==> config.mk <==
export PLATFORM = sky130hd
export DESIGN_NAME = cpu_run_ctrl
export DESIGN_NICKNAME = d
export VERILOG_FILES = /design/src/rtl/cpu_dbg_pkg.sv /design/src/rtl/btn_debounce.sv /design/src/rtl/cpu_run_ctrl.sv
export SDC_FILE = /design/constraint.sdc
export NUM_CORES = 1
export LEC_CHECK = 0
export ABC_AREA = 1
export CORE_UTILIZATION = 30
export CTS_CLUSTER_SIZE = 10
export DETAILED_ROUTE_END_ITERATION = 8
export GPL_TIMING_DRIVEN = 0
export PLACE_DENSITY = 0.64
export REMOVE_ABC_BUFFERS = 1
export SLEW_MARGIN = 10
export SYNTH_ARGS = -nofsm -noshare
export SYNTH_HDL_FRONTEND = slang
export SYNTH_SLANG_ARGS = --single-unit
==> constraint.sdc <==
create_clock -name clk100m -period 1.8 [get_ports clk100m]
set_input_delay 0.36 -clock clk100m [delete_from_list [all_inputs] [get_ports clk100m]]
set_output_delay 0.36 -clock clk100m [all_outputs]
set_load 0.05 [all_outputs]
==> src/rtl/cpu_dbg_pkg.sv <==
// Shared definitions for the CPU run controller: run-state encodings,
// the default debounce time and small state classification helpers.
package cpu_dbg_pkg;

  // 10 ms at 100 MHz
  localparam int DEB_CYCLES_DEFAULT = 1000000;

  typedef enum logic [2:0] {
    PAUSE = 3'd0,
    RUN   = 3'd1,
    DRAIN = 3'd2,
    STEP  = 3'd3,
    HALT  = 3'd4
  } run_state_e;

  // States in which the CPU may be clocked
  function automatic logic is_running(run_state_e s);
    return (s == RUN) || (s == DRAIN) || (s == STEP);
  endfunction

  // States in which the memory port may be lent to the debug viewer
  function automatic logic is_stopped(run_state_e s);
    return (s == PAUSE) || (s == HALT);
  endfunction

endpackage

==> src/rtl/btn_debounce.sv <==
// Step pushbutton conditioning: two-flop synchroniser, stability-count
// debouncer and a one-cycle pulse on each debounced rising edge.
module btn_debounce
  import cpu_dbg_pkg::*;
#(
  parameter int DEB_CYCLES = DEB_CYCLES_DEFAULT
) (
  input  logic clk,
  input  logic rst,
  input  logic btn,
  output logic pulse
);

  localparam int CW = (DEB_CYCLES > 1) ? $clog2(DEB_CYCLES) : 1;
  localparam logic [CW-1:0] CNT_LAST = CW'(DEB_CYCLES - 1);

  logic          sync_a;
  logic          sync_b;
  logic          level;
  logic [CW-1:0] cnt;

  // Synchronise, then accept a new level only after DEB_CYCLES stable samples
  always_ff @(posedge clk) begin
    if (!rst) begin
      sync_a <= 1'b0;
      sync_b <= 1'b0;
      level  <= 1'b0;
      cnt    <= '0;
      pulse  <= 1'b0;
    end else begin
      sync_a <= btn;
      sync_b <= sync_a;
      pulse  <= 1'b0;
      if (sync_b == level) begin
        cnt <= '0;
      end else if (cnt == CNT_LAST) begin
        level <= sync_b;
        cnt   <= '0;
        pulse <= sync_b;
      end else begin
        cnt <= cnt + CW'(1);
      end
    end
  end

endmodule

==> src/rtl/cpu_run_ctrl.sv <==
// CPU run controller: decides when the CPU is clock-enabled (run, drain,
// single step, halt) and lends the shared memory port to the debug viewer
// while the CPU is stopped.
module cpu_run_ctrl
  import cpu_dbg_pkg::*;
#(
  parameter int DEB_CYCLES = DEB_CYCLES_DEFAULT,
  parameter int RUN_DIV    = 1
) (
  input  logic        clk100m,
  input  logic        rst,
  input  logic        cont,
  input  logic        step,
  input  logic        mem,
  input  logic [7:0]  addr_t,
  input  logic        instr_done,
  input  logic        halt,
  input  logic [31:0] mem_rdata,
  output logic        cpu_ce,
  output logic        mem_sel,
  output logic [7:0]  dbg_addr,
  output logic [31:0] dbg_data,
  output logic        dbg_valid,
  output logic [2:0]  run_state
);

  localparam int PW = (RUN_DIV > 1) ? $clog2(RUN_DIV) : 1;
  localparam logic [PW-1:0] PRESC_LAST = PW'(RUN_DIV - 1);

  run_state_e    state;
  run_state_e    state_next;
  logic [PW-1:0] presc;
  logic          step_pulse;
  logic          mem_sel_next;
  logic          addr_same;
  logic [1:0]    stab;

  btn_debounce #(.DEB_CYCLES(DEB_CYCLES)) u_step_btn (
    .clk   (clk100m),
    .rst   (rst),
    .btn   (step),
    .pulse (step_pulse)
  );

  // Next state, clock enable and memory ownership from the current state
  always_comb begin
    state_next = state;
    cpu_ce     = is_running(state) && (presc == PRESC_LAST);
    case (state)
      PAUSE: begin
        if (halt)            state_next = HALT;
        else if (cont)       state_next = RUN;
        else if (step_pulse) state_next = STEP;
      end
      RUN: begin
        if (cpu_ce && halt)  state_next = HALT;
        else if (!cont)      state_next = DRAIN;
      end
      DRAIN, STEP: begin
        if (cpu_ce && instr_done) state_next = halt ? HALT : PAUSE;
      end
      HALT:    state_next = HALT;
      default: state_next = PAUSE;
    endcase
    mem_sel_next = mem && is_stopped(state_next);
  end

  // State register
  always_ff @(posedge clk100m) begin
    if (!rst) state <= PAUSE;
    else      state <= state_next;
  end

  // Prescaler restarts on every state entry so the first enable is RUN_DIV cycles in
  always_ff @(posedge clk100m) begin
    if (!rst)                                         presc <= '0;
    else if (state_next != state || presc == PRESC_LAST) presc <= '0;
    else                                              presc <= presc + PW'(1);
  end

  assign addr_same = (addr_t == dbg_addr);

  // Debug viewer: present address, track its age, capture read data one cycle later
  always_ff @(posedge clk100m) begin
    if (!rst) begin
      mem_sel  <= 1'b0;
      dbg_addr <= '0;
      dbg_data <= '0;
      stab     <= 2'd0;
    end else begin
      mem_sel <= mem_sel_next;
      if (mem_sel_next) dbg_addr <= addr_t;
      if (!mem_sel_next || !mem_sel || !addr_same) stab <= 2'd0;
      else if (stab != 2'd2)                       stab <= stab + 2'd1;
      if (mem_sel && stab != 2'd0) dbg_data <= mem_rdata;
    end
  end

  assign dbg_valid = mem_sel && (stab == 2'd2) && addr_same;
  assign run_state = state;

endmodule

* Word level (Yosys, flattened, before mapping)
Index checks and enable logic that the tools add are counted.
** Word-level totals
- Bits in registers :: 71
- Input bits :: 47
- Output and inout bits :: 46
- Logic and storage cells :: 62
** Operators by class
- $add $sub $neg :: 3
- Equality and inequality tests :: 11
- Mux-type cells :: 8
- Bitwise logic cells :: 4
- Reduce and logical (&&, ||, !) cells :: 25
** Operator list (number)
- 3-bit 2-to-1 mux :: 7
- 20-bit by 1-bit adder with 20-bit output, second input constant :: 1
- 20-bit == test, second input constant :: 1
- 3-bit case mux with 4 select lines :: 1
- 8-bit == test :: 1
- 1-bit logical AND :: 7
- 3-bit by 2-bit == test with 1-bit output, second input constant :: 2
- 3-bit == test, second input constant :: 2
- 3-bit zero test :: 2
- 1-bit logical OR :: 6
- 2-bit OR reduction :: 3
- 3-bit OR reduction :: 2
- 1-bit NOT :: 4
- 3-bit by 1-bit == test with 1-bit output, second input constant :: 1
- 1-bit zero test :: 3
- 3-bit inequality test :: 1
- 2-bit by 1-bit adder with 2-bit output, second input constant :: 1
- 2-bit == test, second input constant :: 1
- 2-bit inequality test, second input constant :: 1
- 2-bit AND reduction :: 1
- 2-bit nonzero test :: 1
- 1-bit adder, second input constant :: 1
- 1-bit == test :: 1

* Depth between registers and ports, before layout
- Depth in word-level cells :: 14
- Mapped depth :: 10
- Mapped depth without buffers :: 10

* Cells and area by module
From an unflattened synthesis, not the netlist that was laid out.
** Second synthesis, totals
- Cell total of the unflattened synthesis :: 460
- Area, all modules :: 3319.4 µm²
** Modules (own cells, without submodules)
- cpu_run_ctrl :: times used 1, cells an instance 274, area each 2039.5 µm², sequential area each 940.9 µm²
- btn_debounce :: times used 1, cells an instance 186, area each 1280.0 µm², sequential area each 480.5 µm²

* Worst setup path after synthesis
No wires, ideal clock.
- Path kind :: register -> output
- Start point :: register dbg_addr[3]
- End point :: output port dbg_valid
- Arrival :: 2.184 ns
- Required time :: 1.440 ns
- Path slack :: -0.744 ns
- Stages on the path, launching flop included :: 7
- Buffers on the path :: 0
- Cells stage by stage :: dfxtp_1 -> inv_1 -> nand2_1 -> o21ai_0 -> nor2_1 -> nand3_1 -> nor3b_1
** On the way
- Longest elaborated chain between the ends :: 2
** RTL lines
- start: declaration :: RTL line cpu_run_ctrl.sv:21 : output logic [7:0] dbg_addr,
- start signal: assignment :: RTL line cpu_run_ctrl.sv:92 : if (mem_sel_next) dbg_addr <= addr_t;
- 8-bit == test :: RTL line cpu_run_ctrl.sv:81 : assign addr_same = (addr_t == dbg_addr);
- 1-bit logical AND :: RTL line cpu_run_ctrl.sv:99 : assign dbg_valid = mem_sel && (stab == 2'd2) && addr_same;
- end: declaration :: RTL line cpu_run_ctrl.sv:23 : output logic dbg_valid,
No other way between the ends.

* Worst setup path in the final report
- Start point :: input port addr_t[4]
- End point :: output port dbg_valid
** On the way
- Longest elaborated chain between the ends :: 2
** RTL lines
- start: declaration :: RTL line cpu_run_ctrl.sv:15 : input logic [7:0] addr_t,
- 8-bit == test :: RTL line cpu_run_ctrl.sv:81
- 1-bit logical AND :: RTL line cpu_run_ctrl.sv:99
No other way between the ends.

==> reports/results.ini <==
[synthesis]
synth-compound-area-share_pct=7.13
yosys_warnings=0
synth_top_family_by_area=simple AND/OR/NAND/NOR gates
share_of_synthesized_cell_area_in_and_or_nand_and_nor_gates_pct=36.7
synth-edff-count=0
muxShareOfSynthArea_pct=0
synthMostInstantiatedCell=nor2_1
synthesis.instances=461
syn_area_sq_um=3250
ys_dominant_reg_cell=dfxtp_1
synthDominantAreaCellType=dfxtp_1
synth-seq-area-share_pct=43.8
xor_and_xnor_fraction_of_the_mapped_netlist_area_pct=2.70
synth_area_leaders=dfxtp_1 44%, nor2_1 14%, nand2_1 8.0%
ys_top_cells_by_count=117 x nor2_1, 71 x dfxtp_1, 69 x nand2_1
ys_seq_elements=71
synth.lib_cells_used.distinct=29
synth_async_sr_flop_share_pct=0
synthAdderAreaFrac_pct=1.16
syn_avg_cell_area_sq_um=7.04
synth_top_area_share_pct=43.8

[critical_path]
worst-path-max-fanout=2
worst_setup_path_type=primary input to output port
cp-start-kind=primary input
cp.required_ns=1.44
worstSetupEndpointType=output port
worst-endpoint-arrival_ns=1.53

[power_and_ir_drop]
share_clk_of_total_power_pct=35.3
power_switching_share_pct=28.9
ir_worst_vdd_mv=0.440
leakagePower_nw=2.14
p_int_w=0.00229
total_switching_power_w=0.000931
power.share.sequential_pct=50.7
power-per-cell-area_nw_per_um2=706
pwr-share-comb_pct=13.9

[drt]
route.vias.total=3216
first_pass_drt_iterations=4
drt.antenna.violating_nets=0
detail_route.wl_per_cell_um=11.7
post_drt_via_cell_ratio=4.60
drt_drc_violations_left=0
drt_iter0_markers=211
postRouteWirelength_um=8210

[run]
max-cap-violations=0

[grt]
wire_length_of_the_first_global_routing_pass_um=13800
grt_antenna_before_repair=0
grt_usage_pct=15.1
via_count_of_the_first_global_routing_pass=3171
grt_overflow=0
grt_max_degree=51

[clocking]
tritoncts=done
worst_setup_hold_path_clk_slew_ns=0.08
cts.sinks=71
worst_skew_pair.late_latency_ns=0.35
clockRootBuffer=clkbuf_8
cts_buffer_depth=2
htree_num_levels=3
cts_inserted_buffers=9

[timing]
hold_violations=0
slew-limit-headroom_pct=40.0
worst_slack_ns=-0.0885
finalClockSkew_ns=0.00995
timing.final.crit_period_ns=1.89
setup_failing_eps_final=1
final-max-slew-violation-count=0
final_period_utilization_pct=105
max_slew.worst_pin.slew_ns=0.899
rsz0062_at_grt=true
achievable-frequency_ghz=0.530

[run_status]
outcome=complete, but fails checks
violations=negative setup slack

[cells_and_area]
instances_no_fill=699
layout-drive-gt1-share_pct=12.4
areaGrowthSynthToFinish_pct=40.5
seq_area_sq_um=1430
finish.instance_area_sq_um=4560
antenna_cells=0
net_count_of_the_finished_layout=608
post-route-util_pct=43.8
num-fill-cells=1077
footprint_of_the_multi_input_gates_sq_um=1610

[floorplan]
die_area_sq_um=11200
design.core.area_sq_um=10400
start_util_pct=31.2
number_of_top_level_pins=93
die_w_um=106
placement_rows=37
dieHeight_um=106

[placed_design]
port_buffers=92
placement.cell_area_sq_um=4310
placed_instance_count=676
dp_hpwl_um=5570
place.gp.congestion=0.852

[hold_path]
worstHoldPathType=primary input to register

## stage by stage
step	hold WS [ns]	worst slack (ns)	total power, W	setup TNS, ns
floorplan	0.390	-0.744	0.00192	-22.63
global placement	0.402	-1.64	0.00212	-92.46
detailed placement	0.400	-0.844	0.00213	-17.91
CTS	0.417	-0.198	0.00325	-0.198
global route	0.418	-0.145	0.00337	-0.155
finish	0.385	-0.0885	0.00322	-0.0885
## final timing paths
| path | startpoint | end | slack (ns) | cells after the start |
|---|---|---|---|---|
| min reg2reg | u_step_btn.sync_a | u_step_btn.sync_b | 0.41 | 2 |
| min | addr_t[1] | dbg_addr[1] | 0.39 | 5 |
| max reg2reg | stab[1] | dbg_data[9] | 0.10 | 8 |
| max | addr_t[4] | dbg_valid | -0.09 | 5 |
## cell usage in the layout (no fill, tap or decap), types with 4 or more instances in the layout
cell type	count
a21oi_1	8
buf_4	4
clkbuf_8	9
clkdlybuf4s50_1	38
clkinvlp_4	4
dfxtp_1	64
dfxtp_2	7
dlygate4sd2_1	43
dlymetal6s2s_1	7
inv_1	52
inv_2	5
nand2_1	69
nand3_1	18
nand3_2	8
nand4_1	12
nor2_1	113
nor2_2	4
nor2_4	5
nor3_1	12
o21ai_0	35
xor2_1	7
## flip-flops by register name, summed over array words and instances, names as in the netlist, 2 cells and up
name	count
dbg_data	32
run_state	3
stab	2
dbg_addr	8
u_step_btn.cnt	20
## routing by layer
metal  global-route usage (%)  up-vias  wire (um)
met2                     25.8       83       3950
met4                     6.94        0        120
li1                         -     1642          -
met1                     17.1     1483       3550
met5                        0        -          0
met3                     4.84        8        586
## logic make-up after synthesis
| kind of cell | after synthesis |
|---|---|
| buf+inv | 72 |
| other cells | 1 |
| simple gates | 258 |
| flops | 71 |
| fa+ha+maj | 3 |
| compound gates | 46 |
| xor+xnor | 10 |
## worst max-delay path, stage by stage
cell	delay, ns
clkdlybuf4s50_1	0.52
xnor2_1	0.15
nand3_2	0.13
nor3b_2	0.19
buf_6	0.18
## power by group through the flow
stage / logic [W] / clock network [W] / registers, W
2_1_floorplan: 0.000161 / 0 / 0.00175
3_3_place_gp: 0.000456 / 0 / 0.00167
3_5_place_dp: 0.000458 / 0 / 0.00167
4_1_cts: 0.000444 / 0.00118 / 0.00163
5_1_grt: 0.000492 / 0.00124 / 0.00164
6_report: 0.000448 / 0.00114 / 0.00163
## area by class of cell
| type | instances | share of cell area (%) |
|---|---|---|
| Timing Repair inverter | 1 | 0.165 |
| Clock buffer | 10 | 2.80 |
| Clock inverter | 6 | 1.01 |
| Inverter | 58 | 4.85 |
| Multi-Input combinational cell | 319 | 35.3 |
| Timing Repair Buffer | 98 | 20.8 |
| Tap cell | 136 | 3.73 |
| Sequential cell | 71 | 31.3 |
## timing repair
item | CTS | global route
cloned | 1 | 1
pin swaps | 0 | 8
hold buffers | 0 | 0
buffers inserted | 0 | 5
setup endpoints to repair | 98 | 55
gates resized for setup | 63 | 27
Note: power is estimated with default switching activity, not from simulation.
